**config.mk**
```make
export PLATFORM = sky130hd
export DESIGN_NAME = alu_mdu_pipe_flat
export DESIGN_NICKNAME = d
export VERILOG_FILES = /design/src/rtl/alu_mdu_pipe_pkg.sv /design/src/rtl/alu_mdu_pipe_if.sv /design/src/rtl/alu_mdu_pipe_md_iter.sv /design/src/rtl/alu_mdu_pipe.sv /design/src/flat_wrapper.sv
export SDC_FILE = /design/constraint.sdc
export NUM_CORES = 2
export LEC_CHECK = 0
export BUFFER_PORTS_ARGS = -buffer_cell sky130_fd_sc_hd__buf_4
export CORE_ASPECT_RATIO = 1.2
export CORE_MARGIN = 2
export CORE_UTILIZATION = 45
export CTS_CLUSTER_SIZE = 28
export DETAILED_ROUTE_END_ITERATION = 8
export PLACE_DENSITY = 0.7
export REMOVE_ABC_BUFFERS = 1
export SLEW_MARGIN = 20
export SYNTH_ARGS = -nofsm -noshare
export SYNTH_HDL_FRONTEND = slang
export SYNTH_SLANG_ARGS = --single-unit
```
**constraint.sdc**
```tcl
create_clock -name clk -period 3.7 [get_ports clk]
set_input_delay 0.555 -clock clk [delete_from_list [all_inputs] [get_ports clk]]
set_output_delay 0.555 -clock clk [all_outputs]
set_load 0.005 [all_outputs]
```
**src/rtl/alu_mdu_pipe_pkg.sv**
```systemverilog
// ============================================================================
// alu_mdu_pipe_pkg : ALU function codes and EX-stage FSM states
// Rev 1.0
// ============================================================================
`default_nettype none

package alu_mdu_pipe_pkg;

  localparam int FUNCT_W = 5;

  localparam logic [FUNCT_W-1:0] ALU_ADDU  = 5'd0;
  localparam logic [FUNCT_W-1:0] ALU_AND   = 5'd1;
  localparam logic [FUNCT_W-1:0] ALU_NOR   = 5'd2;
  localparam logic [FUNCT_W-1:0] ALU_OR    = 5'd3;
  localparam logic [FUNCT_W-1:0] ALU_SLL   = 5'd4;
  localparam logic [FUNCT_W-1:0] ALU_SRA   = 5'd5;
  localparam logic [FUNCT_W-1:0] ALU_SRL   = 5'd6;
  localparam logic [FUNCT_W-1:0] ALU_SUBU  = 5'd7;
  localparam logic [FUNCT_W-1:0] ALU_XOR   = 5'd8;
  localparam logic [FUNCT_W-1:0] ALU_SLT   = 5'd9;
  localparam logic [FUNCT_W-1:0] ALU_SLTU  = 5'd10;
  localparam logic [FUNCT_W-1:0] ALU_EQ    = 5'd11;
  localparam logic [FUNCT_W-1:0] ALU_NEQ   = 5'd12;
  localparam logic [FUNCT_W-1:0] ALU_LUI   = 5'd13;
  localparam logic [FUNCT_W-1:0] ALU_MULT  = 5'd14;
  localparam logic [FUNCT_W-1:0] ALU_MULTU = 5'd15;
  localparam logic [FUNCT_W-1:0] ALU_DIV   = 5'd16;
  localparam logic [FUNCT_W-1:0] ALU_DIVU  = 5'd17;
  localparam logic [FUNCT_W-1:0] ALU_MFHI  = 5'd18;
  localparam logic [FUNCT_W-1:0] ALU_MFLO  = 5'd19;

  typedef enum logic [1:0] {
    IDLE = 2'd0,
    MUL  = 2'd1,
    DIV  = 2'd2,
    FIN  = 2'd3
  } state_e;

  function automatic logic is_md_op(input logic [FUNCT_W-1:0] f);
    return (f == ALU_MULT) || (f == ALU_MULTU) || (f == ALU_DIV) || (f == ALU_DIVU);
  endfunction

  function automatic logic is_div_op(input logic [FUNCT_W-1:0] f);
    return (f == ALU_DIV) || (f == ALU_DIVU);
  endfunction

  function automatic logic is_signed_md_op(input logic [FUNCT_W-1:0] f);
    return (f == ALU_MULT) || (f == ALU_DIV);
  endfunction

endpackage

`default_nettype wire

```
**src/rtl/alu_mdu_pipe_if.sv**
```systemverilog
// ============================================================================
// alu_mdu_pipe_if : issue/result handshake bundle between decode, EX and WB
// Rev 1.0
// ============================================================================
`default_nettype none

interface alu_mdu_pipe_if
  import alu_mdu_pipe_pkg::*;
#(
  parameter int WIDTH   = 32,
  parameter int SHAMT_W = $clog2(WIDTH)
) ();

  logic                kill;
  logic                in_valid;
  logic                in_ready;
  logic [WIDTH-1:0]    operand1;
  logic [WIDTH-1:0]    operand2;
  logic [SHAMT_W-1:0]  shamt;
  logic [FUNCT_W-1:0]  funct;
  logic                out_valid;
  logic                out_ready;
  logic [WIDTH-1:0]    alu_result;
  logic [WIDTH-1:0]    hi;
  logic [WIDTH-1:0]    lo;

  modport slave (
    input  kill, in_valid, operand1, operand2, shamt, funct, out_ready,
    output in_ready, out_valid, alu_result, hi, lo
  );

  modport master (
    output kill, in_valid, operand1, operand2, shamt, funct, out_ready,
    input  in_ready, out_valid, alu_result, hi, lo
  );

endinterface

`default_nettype wire

```
**src/rtl/alu_mdu_pipe_md_iter.sv**
```systemverilog
// ============================================================================
// alu_mdu_pipe_md_iter : one-bit-per-cycle shift-add multiplier / restoring divider
// Rev 1.0
// ============================================================================
`default_nettype none

module alu_mdu_pipe_md_iter
  import alu_mdu_pipe_pkg::*;
#(
  parameter int WIDTH = 32,
  parameter int CNT_W = $clog2(WIDTH) + 1
) (
  input  logic             clk,
  input  logic             reset,
  input  logic             start,
  input  logic             abort,
  input  logic             signed_op,
  input  logic             div_op,
  input  logic [WIDTH-1:0] op_a,
  input  logic [WIDTH-1:0] op_b,
  output logic             busy,
  output logic             done,
  output logic [WIDTH-1:0] hi_n,
  output logic [WIDTH-1:0] lo_n
);

  localparam logic [CNT_W-1:0] LAST_ITER = CNT_W'(WIDTH - 1);

  logic [2*WIDTH-1:0] acc_q, acc_d;
  logic [WIDTH-1:0]   opb_q, opb_d;
  logic [WIDTH-1:0]   op1_q, op1_d;
  logic [CNT_W-1:0]   cnt_q, cnt_d;
  logic               busy_q, busy_d;
  logic               div_q, div_d;
  logic               neg_q, neg_d;
  logic               rneg_q, rneg_d;
  logic               dz_q, dz_d;

  logic               a_neg, b_neg;
  logic [WIDTH-1:0]   a_mag, b_mag;

  assign a_neg = signed_op & op_a[WIDTH-1];
  assign b_neg = signed_op & op_b[WIDTH-1];
  assign a_mag = a_neg ? -op_a : op_a;
  assign b_mag = b_neg ? -op_b : op_b;

  // Multiply: low half holds the remaining multiplier bits, shifted out LSB-first.
  logic [WIDTH:0]     mul_sum;
  logic [2*WIDTH-1:0] mul_next;

  assign mul_sum  = {1'b0, acc_q[2*WIDTH-1:WIDTH]} + (acc_q[0] ? {1'b0, opb_q} : '0);
  assign mul_next = {mul_sum, acc_q[WIDTH-1:1]};

  // Divide: shifted partial remainder needs one extra bit before the trial subtract.
  logic [WIDTH:0]     rem_sh;
  logic               div_ge;
  logic [WIDTH-1:0]   rem_sub;
  logic [2*WIDTH-1:0] div_next;

  assign rem_sh   = acc_q[2*WIDTH-1:WIDTH-1];
  assign div_ge   = rem_sh >= {1'b0, opb_q};
  assign rem_sub  = rem_sh[WIDTH-1:0] - opb_q;
  assign div_next = {(div_ge ? rem_sub : rem_sh[WIDTH-1:0]), acc_q[WIDTH-2:0], div_ge};

  // done marks the cycle in which the final iteration is being computed.
  assign busy = busy_q;
  assign done = busy_q && (cnt_q == LAST_ITER);

  always_comb begin
    acc_d  = acc_q;
    opb_d  = opb_q;
    op1_d  = op1_q;
    cnt_d  = cnt_q;
    busy_d = busy_q;
    div_d  = div_q;
    neg_d  = neg_q;
    rneg_d = rneg_q;
    dz_d   = dz_q;
    if (abort) begin
      busy_d = 1'b0;
    end else if (start) begin
      busy_d = 1'b1;
      cnt_d  = '0;
      acc_d  = {{WIDTH{1'b0}}, a_mag};
      opb_d  = b_mag;
      op1_d  = op_a;
      div_d  = div_op;
      neg_d  = a_neg ^ b_neg;
      rneg_d = a_neg;
      dz_d   = div_op && (op_b == '0);
    end else if (busy_q) begin
      acc_d = div_q ? div_next : mul_next;
      cnt_d = cnt_q + 1'b1;
      if (done) begin
        busy_d = 1'b0;
      end
    end
  end

  always_ff @(posedge clk) begin
    if (reset) begin
      acc_q  <= '0;
      opb_q  <= '0;
      op1_q  <= '0;
      cnt_q  <= '0;
      busy_q <= 1'b0;
      div_q  <= 1'b0;
      neg_q  <= 1'b0;
      rneg_q <= 1'b0;
      dz_q   <= 1'b0;
    end else begin
      acc_q  <= acc_d;
      opb_q  <= opb_d;
      op1_q  <= op1_d;
      cnt_q  <= cnt_d;
      busy_q <= busy_d;
      div_q  <= div_d;
      neg_q  <= neg_d;
      rneg_q <= rneg_d;
      dz_q   <= dz_d;
    end
  end

  logic [2*WIDTH-1:0] prod_s;
  logic [WIDTH-1:0]   quo_s, rem_s;

  always_comb begin
    prod_s = neg_q ? -acc_q : acc_q;
    quo_s  = neg_q ? -acc_q[WIDTH-1:0] : acc_q[WIDTH-1:0];
    rem_s  = rneg_q ? -acc_q[2*WIDTH-1:WIDTH] : acc_q[2*WIDTH-1:WIDTH];
    hi_n   = prod_s[2*WIDTH-1:WIDTH];
    lo_n   = prod_s[WIDTH-1:0];
    if (div_q) begin
      if (dz_q) begin
        hi_n = op1_q;
        lo_n = '1;
      end else begin
        hi_n = rem_s;
        lo_n = quo_s;
      end
    end
  end

endmodule

`default_nettype wire

```
**src/rtl/alu_mdu_pipe.sv**
```systemverilog
// ============================================================================
// alu_mdu_pipe : EX-stage ALU with iterative multiply/divide and HI/LO registers
// Rev 1.0
// ============================================================================
`default_nettype none

module alu_mdu_pipe
  import alu_mdu_pipe_pkg::*;
#(
  parameter int WIDTH   = 32,
  parameter int SHAMT_W = $clog2(WIDTH),
  parameter int CNT_W   = $clog2(WIDTH) + 1
) (
  input  logic               clk,
  input  logic               reset,
  alu_mdu_pipe_if.slave      bus
);

  state_e             state_q, state_d;
  logic               out_valid_q, out_valid_d;
  logic [WIDTH-1:0]   result_q, result_d;
  logic [WIDTH-1:0]   hi_q, hi_d;
  logic [WIDTH-1:0]   lo_q, lo_d;

  logic [WIDTH-1:0]   op_a, op_b;
  logic [SHAMT_W-1:0] shamt;
  logic               in_ready, accept, pop;
  logic               md_start, md_busy, md_done;
  logic [WIDTH-1:0]   md_hi, md_lo;
  logic               fin_write;
  logic [WIDTH-1:0]   hi_fwd, lo_fwd;
  logic [WIDTH-1:0]   base_res;

  assign op_a  = bus.operand1;
  assign op_b  = bus.operand2;
  assign shamt = bus.shamt;

  assign in_ready = (state_q == IDLE) && (!out_valid_q || bus.out_ready);
  assign accept   = bus.in_valid && in_ready && !bus.kill;
  assign pop      = out_valid_q && bus.out_ready;
  assign md_start = accept && is_md_op(bus.funct);

  // MFHI/MFLO see a HI/LO write landing on the same edge.
  assign fin_write = (state_q == FIN) && !bus.kill;
  assign hi_fwd    = fin_write ? md_hi : hi_q;
  assign lo_fwd    = fin_write ? md_lo : lo_q;

  alu_mdu_pipe_md_iter #(
    .WIDTH (WIDTH),
    .CNT_W (CNT_W)
  ) u_md_iter (
    .clk       (clk),
    .reset     (reset),
    .start     (md_start),
    .abort     (bus.kill),
    .signed_op (is_signed_md_op(bus.funct)),
    .div_op    (is_div_op(bus.funct)),
    .op_a      (op_a),
    .op_b      (op_b),
    .busy      (md_busy),
    .done      (md_done),
    .hi_n      (md_hi),
    .lo_n      (md_lo)
  );

  always_comb begin
    base_res = '0;
    case (bus.funct)
      ALU_ADDU: base_res = op_a + op_b;
      ALU_AND:  base_res = op_a & op_b;
      ALU_NOR:  base_res = ~(op_a | op_b);
      ALU_OR:   base_res = op_a | op_b;
      ALU_SLL:  base_res = op_b << shamt;
      ALU_SRA:  base_res = $unsigned($signed(op_b) >>> shamt);
      ALU_SRL:  base_res = op_b >> shamt;
      ALU_SUBU: base_res = op_a - op_b;
      ALU_XOR:  base_res = op_a ^ op_b;
      ALU_SLT:  base_res = {{(WIDTH-1){1'b0}}, ($signed(op_a) < $signed(op_b))};
      ALU_SLTU: base_res = {{(WIDTH-1){1'b0}}, (op_a < op_b)};
      ALU_EQ:   base_res = {{(WIDTH-1){1'b0}}, (op_a == op_b)};
      ALU_NEQ:  base_res = {{(WIDTH-1){1'b0}}, (op_a != op_b)};
      ALU_LUI:  base_res = op_b << (WIDTH / 2);
      ALU_MFHI: base_res = hi_fwd;
      ALU_MFLO: base_res = lo_fwd;
      default:  base_res = '0;
    endcase
  end

  always_comb begin
    state_d     = state_q;
    out_valid_d = out_valid_q;
    result_d    = result_q;
    hi_d        = hi_q;
    lo_d        = lo_q;
    if (pop) begin
      out_valid_d = 1'b0;
    end
    case (state_q)
      IDLE: begin
        if (accept) begin
          if (is_md_op(bus.funct)) begin
            state_d = is_div_op(bus.funct) ? DIV : MUL;
          end else begin
            out_valid_d = 1'b1;
            result_d    = base_res;
          end
        end
      end
      MUL, DIV: begin
        if (md_done) begin
          state_d = FIN;
        end else if (!md_busy) begin
          state_d = IDLE;
        end
      end
      FIN: begin
        state_d     = IDLE;
        hi_d        = md_hi;
        lo_d        = md_lo;
        result_d    = md_lo;
        out_valid_d = 1'b1;
      end
      default: state_d = IDLE;
    endcase
    // Flush drops the in-flight op without touching architectural state.
    if (bus.kill) begin
      state_d     = IDLE;
      out_valid_d = 1'b0;
      result_d    = result_q;
      hi_d        = hi_q;
      lo_d        = lo_q;
    end
  end

  always_ff @(posedge clk) begin
    if (reset) begin
      state_q     <= IDLE;
      out_valid_q <= 1'b0;
      result_q    <= '0;
      hi_q        <= '0;
      lo_q        <= '0;
    end else begin
      state_q     <= state_d;
      out_valid_q <= out_valid_d;
      result_q    <= result_d;
      hi_q        <= hi_d;
      lo_q        <= lo_d;
    end
  end

  assign bus.in_ready   = in_ready;
  assign bus.out_valid  = out_valid_q;
  assign bus.alu_result = result_q;
  assign bus.hi         = hi_q;
  assign bus.lo         = lo_q;

endmodule

`default_nettype wire
```
**src/flat_wrapper.sv**
```systemverilog
// flat-port wrapper written by rule: the top's interface ports become plain ports
module alu_mdu_pipe_flat import alu_mdu_pipe_pkg::*;
#(
  parameter int WIDTH   = 32,
  parameter int SHAMT_W = $clog2(WIDTH),
  parameter int CNT_W   = $clog2(WIDTH) + 1
)
  (clk, reset, bus_kill, bus_in_valid, bus_operand1, bus_operand2, bus_shamt, bus_funct, bus_out_ready, bus_in_ready, bus_out_valid, bus_alu_result, bus_hi, bus_lo);
  alu_mdu_pipe_if #(.WIDTH(WIDTH), .SHAMT_W(SHAMT_W)) bus_i ();
  input  logic clk;
  input  logic reset;
  input wire logic [$bits(bus_i.kill)-1:0] bus_kill;
  input wire logic [$bits(bus_i.in_valid)-1:0] bus_in_valid;
  input wire logic [$bits(bus_i.operand1)-1:0] bus_operand1;
  input wire logic [$bits(bus_i.operand2)-1:0] bus_operand2;
  input wire logic [$bits(bus_i.shamt)-1:0] bus_shamt;
  input wire logic [$bits(bus_i.funct)-1:0] bus_funct;
  input wire logic [$bits(bus_i.out_ready)-1:0] bus_out_ready;
  output wire logic [$bits(bus_i.in_ready)-1:0] bus_in_ready;
  output wire logic [$bits(bus_i.out_valid)-1:0] bus_out_valid;
  output wire logic [$bits(bus_i.alu_result)-1:0] bus_alu_result;
  output wire logic [$bits(bus_i.hi)-1:0] bus_hi;
  output wire logic [$bits(bus_i.lo)-1:0] bus_lo;
  assign bus_i.kill = bus_kill;
  assign bus_i.in_valid = bus_in_valid;
  assign bus_i.operand1 = bus_operand1;
  assign bus_i.operand2 = bus_operand2;
  assign bus_i.shamt = bus_shamt;
  assign bus_i.funct = bus_funct;
  assign bus_i.out_ready = bus_out_ready;
  assign bus_in_ready = bus_i.in_ready;
  assign bus_out_valid = bus_i.out_valid;
  assign bus_alu_result = bus_i.alu_result;
  assign bus_hi = bus_i.hi;
  assign bus_lo = bus_i.lo;
  alu_mdu_pipe #(.WIDTH(WIDTH), .SHAMT_W(SHAMT_W), .CNT_W(CNT_W)) u_core (.clk(clk), .reset(reset), .bus(bus_i));
endmodule
```
==> metrics.txt <==
num rows=97; Tot GR Track Use=between 40% and 50%; max cap viols=0; worst hold path class=input pin to flop; worst path arrival time=roughly 4.2 ns; main combinational cell family by area after synthesis=compound AO/OA/AOI/OAI gates; post-synth top area share=~18%; filler cell count=approximately 5800; cell area after synthesis=about 0.027 mm²; first-pass GRT wire length=slightly above 200000 µm; # setup viols final=1; worst vdd ir=0.0002759 V; post-synthesis mux area share=between 7 and 8%; Sequential Power Share=between 30 and 40%; Final Instance Area=0.03293 mm²; crit-path max cell delay=approximately 0.53 ns; vias=roughly 33000; Mapped Cells=approximately 3800; YS warnings=0; CP max stage cell=or4_4; H-tree levels=1; antenna violations before repair=1; fmax=~270 MHz; largest net degree at the start of global routing=between 100 and 150; most used cell, CP=or4_4; switching power=approximately 3.3 mW; Max clock buf depth=3; final WL=140800 µm; Yosys reg bits=238; internal power=~5.5 mW; Congestion Overflow GR=0; core box area=0.05838 mm²; die height=between 200 and 300 µm; synth-to-layout area growth=24.03%; nets@finish=about 4400; Leakage Power=13.89 nW; Sink Count=around 240; violated checks=negative setup slack; Hold EP=u_core.u_md_iter.busy; Slew HR=28.89%; Register Area=approximately 0.0048 mm²; Setup TNS Final=-0.03138 ns; die area=a little over 0.06 mm²; area occupied by multi-input gates=0.02029 mm²; top cells by area, synth=dfxtp_1, ha_1, a21oi_1; final-report hold violation count=0; logic gate share of total power=a little over a third; final worst slack=-0.03138 ns; Post-DP Area=0.03177 mm²; hold path depth=2; Post-synth ARST share=0%; area leader, netlist=dfxtp_1; CTS tree=done; Post-synth EDFFs=0; Period Utilization, post-route=100.8%; drt wl/cell=around 28 µm; crit path max fanout=8; R2R cell count=12; worst-path cell chain=or4_4, or4_4, or3_4, buf_4, o41ai_2, xnor2_1, nor2_2, o21a_1, nor4b_4, o211ai_1, a221oi_2, a2111oi_2; post-synth cell types=about 90; vias in the first global route=slightly above 30000; DRT Pass-1 Iters=7; setup slack, reg-to-reg=-0.03 ns; Vias/cell=between 6 and 7; clk root buf=clkbuf_16; layout cell share with drive strength beyond 1=between 20 and 25%; skew final=0.02108 ns; crit path time final=around 3.7 ns; Initial Util=45.48%; DP Worst Slack=-0.5693 ns; Port Buf Inserts=around 180; gpl congestion=about 1.1; chip width=between 200 and 250 µm; RSZ-0062 raised after global routing=yes; Num CTS Buffers=28; status=complete, but fails checks; CP Capture Type=flop; CP Launch Type=flop; clk_lat worst skew=0.58 ns; Slew Limit Fails=0; ys flop type=dfxtp_1; XOR/XNOR share of the synthesized area=just over 7%; Initial DRC Count=approximately 4400; Reg-to-Reg End=u_core.bus.alu_result[27]; hold_sp=bus_kill; Seq/Total Area, Yosys=17.95%; Worst EP required=4.12 ns; Synth Area in Simple Gates=21.16%; WS Path Type=flop to flop; Cell Pwr Density=267.0 mW/mm²; reg2reg start=u_core.u_md_iter.acc_q[10]; post-DP HPWL=approximately 110000 µm; adder-cell area share of the yosys netlist=8.737%; IO Pins=roughly 180; clk slew on worst S/H paths=around 0.060 ns; Compound-Gate Fraction of Synth Area=a little under a third; DR DRC count=0; switching portion of total power=36.97%; ANT nets after route=0; Least-Margin Pin Slew=1.063 ns; clock power share=approximately a third; Avg Cell Area, Syn=7.020 µm²
==> power by group through the flow <==
stage / registers (mW) / clock network, mW / logic (mW)
after global routing: 2.65 / 3.04 / 3.35
after CTS: 2.65 / 2.94 / 3.06
final: 2.65 / 2.93 / 3.21
after global placement: 2.71 / 0 / 3.04
after detailed placement: 2.71 / 0 / 3.03
after floorplan: 2.70 / 0 / 1.51
==> state kept, by name, indices dropped and copies added, names as in the netlist, 2 cells and up <==
register and flops:
u_core.u_md_iter.opb_q 32, u_core.u_md_iter.op1_q 32, u_core.bus.lo 32, u_core.state_q 2, u_core.bus.alu_result 32, u_core.u_md_iter.acc_q 64
u_core.bus.hi 32, u_core.u_md_iter.cnt_q 6
==> stage by stage <==
stage / hold WS (ns) / total power [mW] / utilization (%) / std cells
5_1_grt: 0.2977 / 9.043 / 56.41 / 4998
3_3_place_gp: 0.4431 / 5.749 / 54.41 / 4943
2_1_floorplan: 0.4268 / 4.212 / - / 3476
6_report: 0.2907 / 8.793 / 56.41 / 4999
3_5_place_dp: 0.4475 / 5.742 / 54.41 / 4943
4_1_cts: 0.2699 / 8.655 / 56.12 / 4994
==> Yosys cell counts, types with 21 or more instances <==
cell type and count:
o21ai_0 258, clkbuf_1 259, xor2_1 75, mux2i_1 128, nor3_1 82, or4_1 21
o31ai_1 36, a21oi_1 368, nand4_1 26, a211oi_1 151, o211ai_1 53, a221oi_1 26
buf_1 38, a22oi_1 28, xnor2_1 145, nor4_1 30, dfxtp_1 238, nand2b_1 43
nor2_1 462, o22ai_1 23, inv_1 149, a31oi_1 36, or3_1 30, mux4_2 21
a21o_1 47, nand3_1 55, nand2_1 395, nor2b_1 36, ha_1 179
==> how the worst max path moves through the flow <==
stage	endpoint	cells after the start	startpoint	slack, ns
after floorplan	u_core.u_md_iter.acc_q[60]	7	bus_funct[2]	-2.08
final	u_core.bus.alu_result[27]	12	u_core.u_md_iter.acc_q[10]	-0.03
after global routing	u_core.bus.alu_result[25]	12	u_core.u_md_iter.acc_q[10]	-0.13
after global placement	u_core.bus.alu_result[30]	16	bus_operand2[0]	-0.57
after CTS	u_core.bus.alu_result[27]	12	u_core.u_md_iter.acc_q[10]	-0.02
after detailed placement	u_core.bus.alu_result[30]	16	bus_operand2[0]	-0.57
==> what timing repair did <==
item / 4_1_cts / 5_1_grt
gates resized for setup: 16 / 33
pin swaps: 6 / 12
endpoints found under the setup margin: 10 / 24
setup buffers: 1 / 4
hold endpoints to repair: 0 / 0
hold buffers: 0 / 0
==> critical path: cells and delay by family, from the launching register on <==
kind,cells,cell delay [ns]
and+or+nand+nor,5,1.97
AOI/OAI and AO/OA,5,0.94
DFF,1,0.32
buffers and inverters,1,0.20
xor gates and xnor gates,1,0.13
==> per-layer routing <==
layer | wire [µm] | share of wire, % | track usage [%] | up-vias
met4 | 12890 | 9.2 | 32.87 | 0
li1 | - | - | - | 14554
met3 | 13180 | 9.4 | 7.811 | 534
met2 | 62030 | 44 | 70.41 | 2099
met1 | 52740 | 37 | 54.30 | 15372
met5 | 0 | 0 | 0 | -
==> layout by cell type (no fill, tap or decap), types with 21 or more instances in the layout <==
cell / count
mux2i_1: 128
o21ai_0: 250
nand3_1: 54
nor3_1: 78
a211oi_1: 147
a21o_1: 47
xor2_1: 75
inv_1: 148
a31oi_1: 36
dfxtp_1: 233
nand2_1: 393
a21oi_1: 363
nor4_1: 29
o22ai_1: 23
o31ai_1: 35
buf_4: 658
nor2b_1: 35
a22oi_1: 27
o211ai_1: 53
xnor2_1: 145
or3_1: 30
nor2_1: 458
a221oi_1: 25
nand4_1: 26
mux4_2: 21
ha_1: 178
nand2b_1: 41
clkbuf_16: 29
==> kinds of logic after synthesis <==
| kind of cell | count (synthesis) |
|---|---|
| compound gates | 1270 |
| buf+inv | 456 |
| simple gates | 1249 |
| mux | 166 |
| xor+xnor | 220 |
| fa+ha+maj | 183 |
| flops | 238 |
==> cell type report <==
class / count / area share [%]
Multi-Input combinational cell: 3088 / 61.60
Timing Repair Buffer: 680 / 16.28
Sequential cell: 238 / 14.49
Tap cell: 792 / 3.009
Clock buffer: 42 / 2.656
Inverter: 150 / 1.710
Clock inverter: 8 / 0.2394
Antenna cell: 1 / 0.007599
No activity file was read; power rests on OpenSTA's default activity.
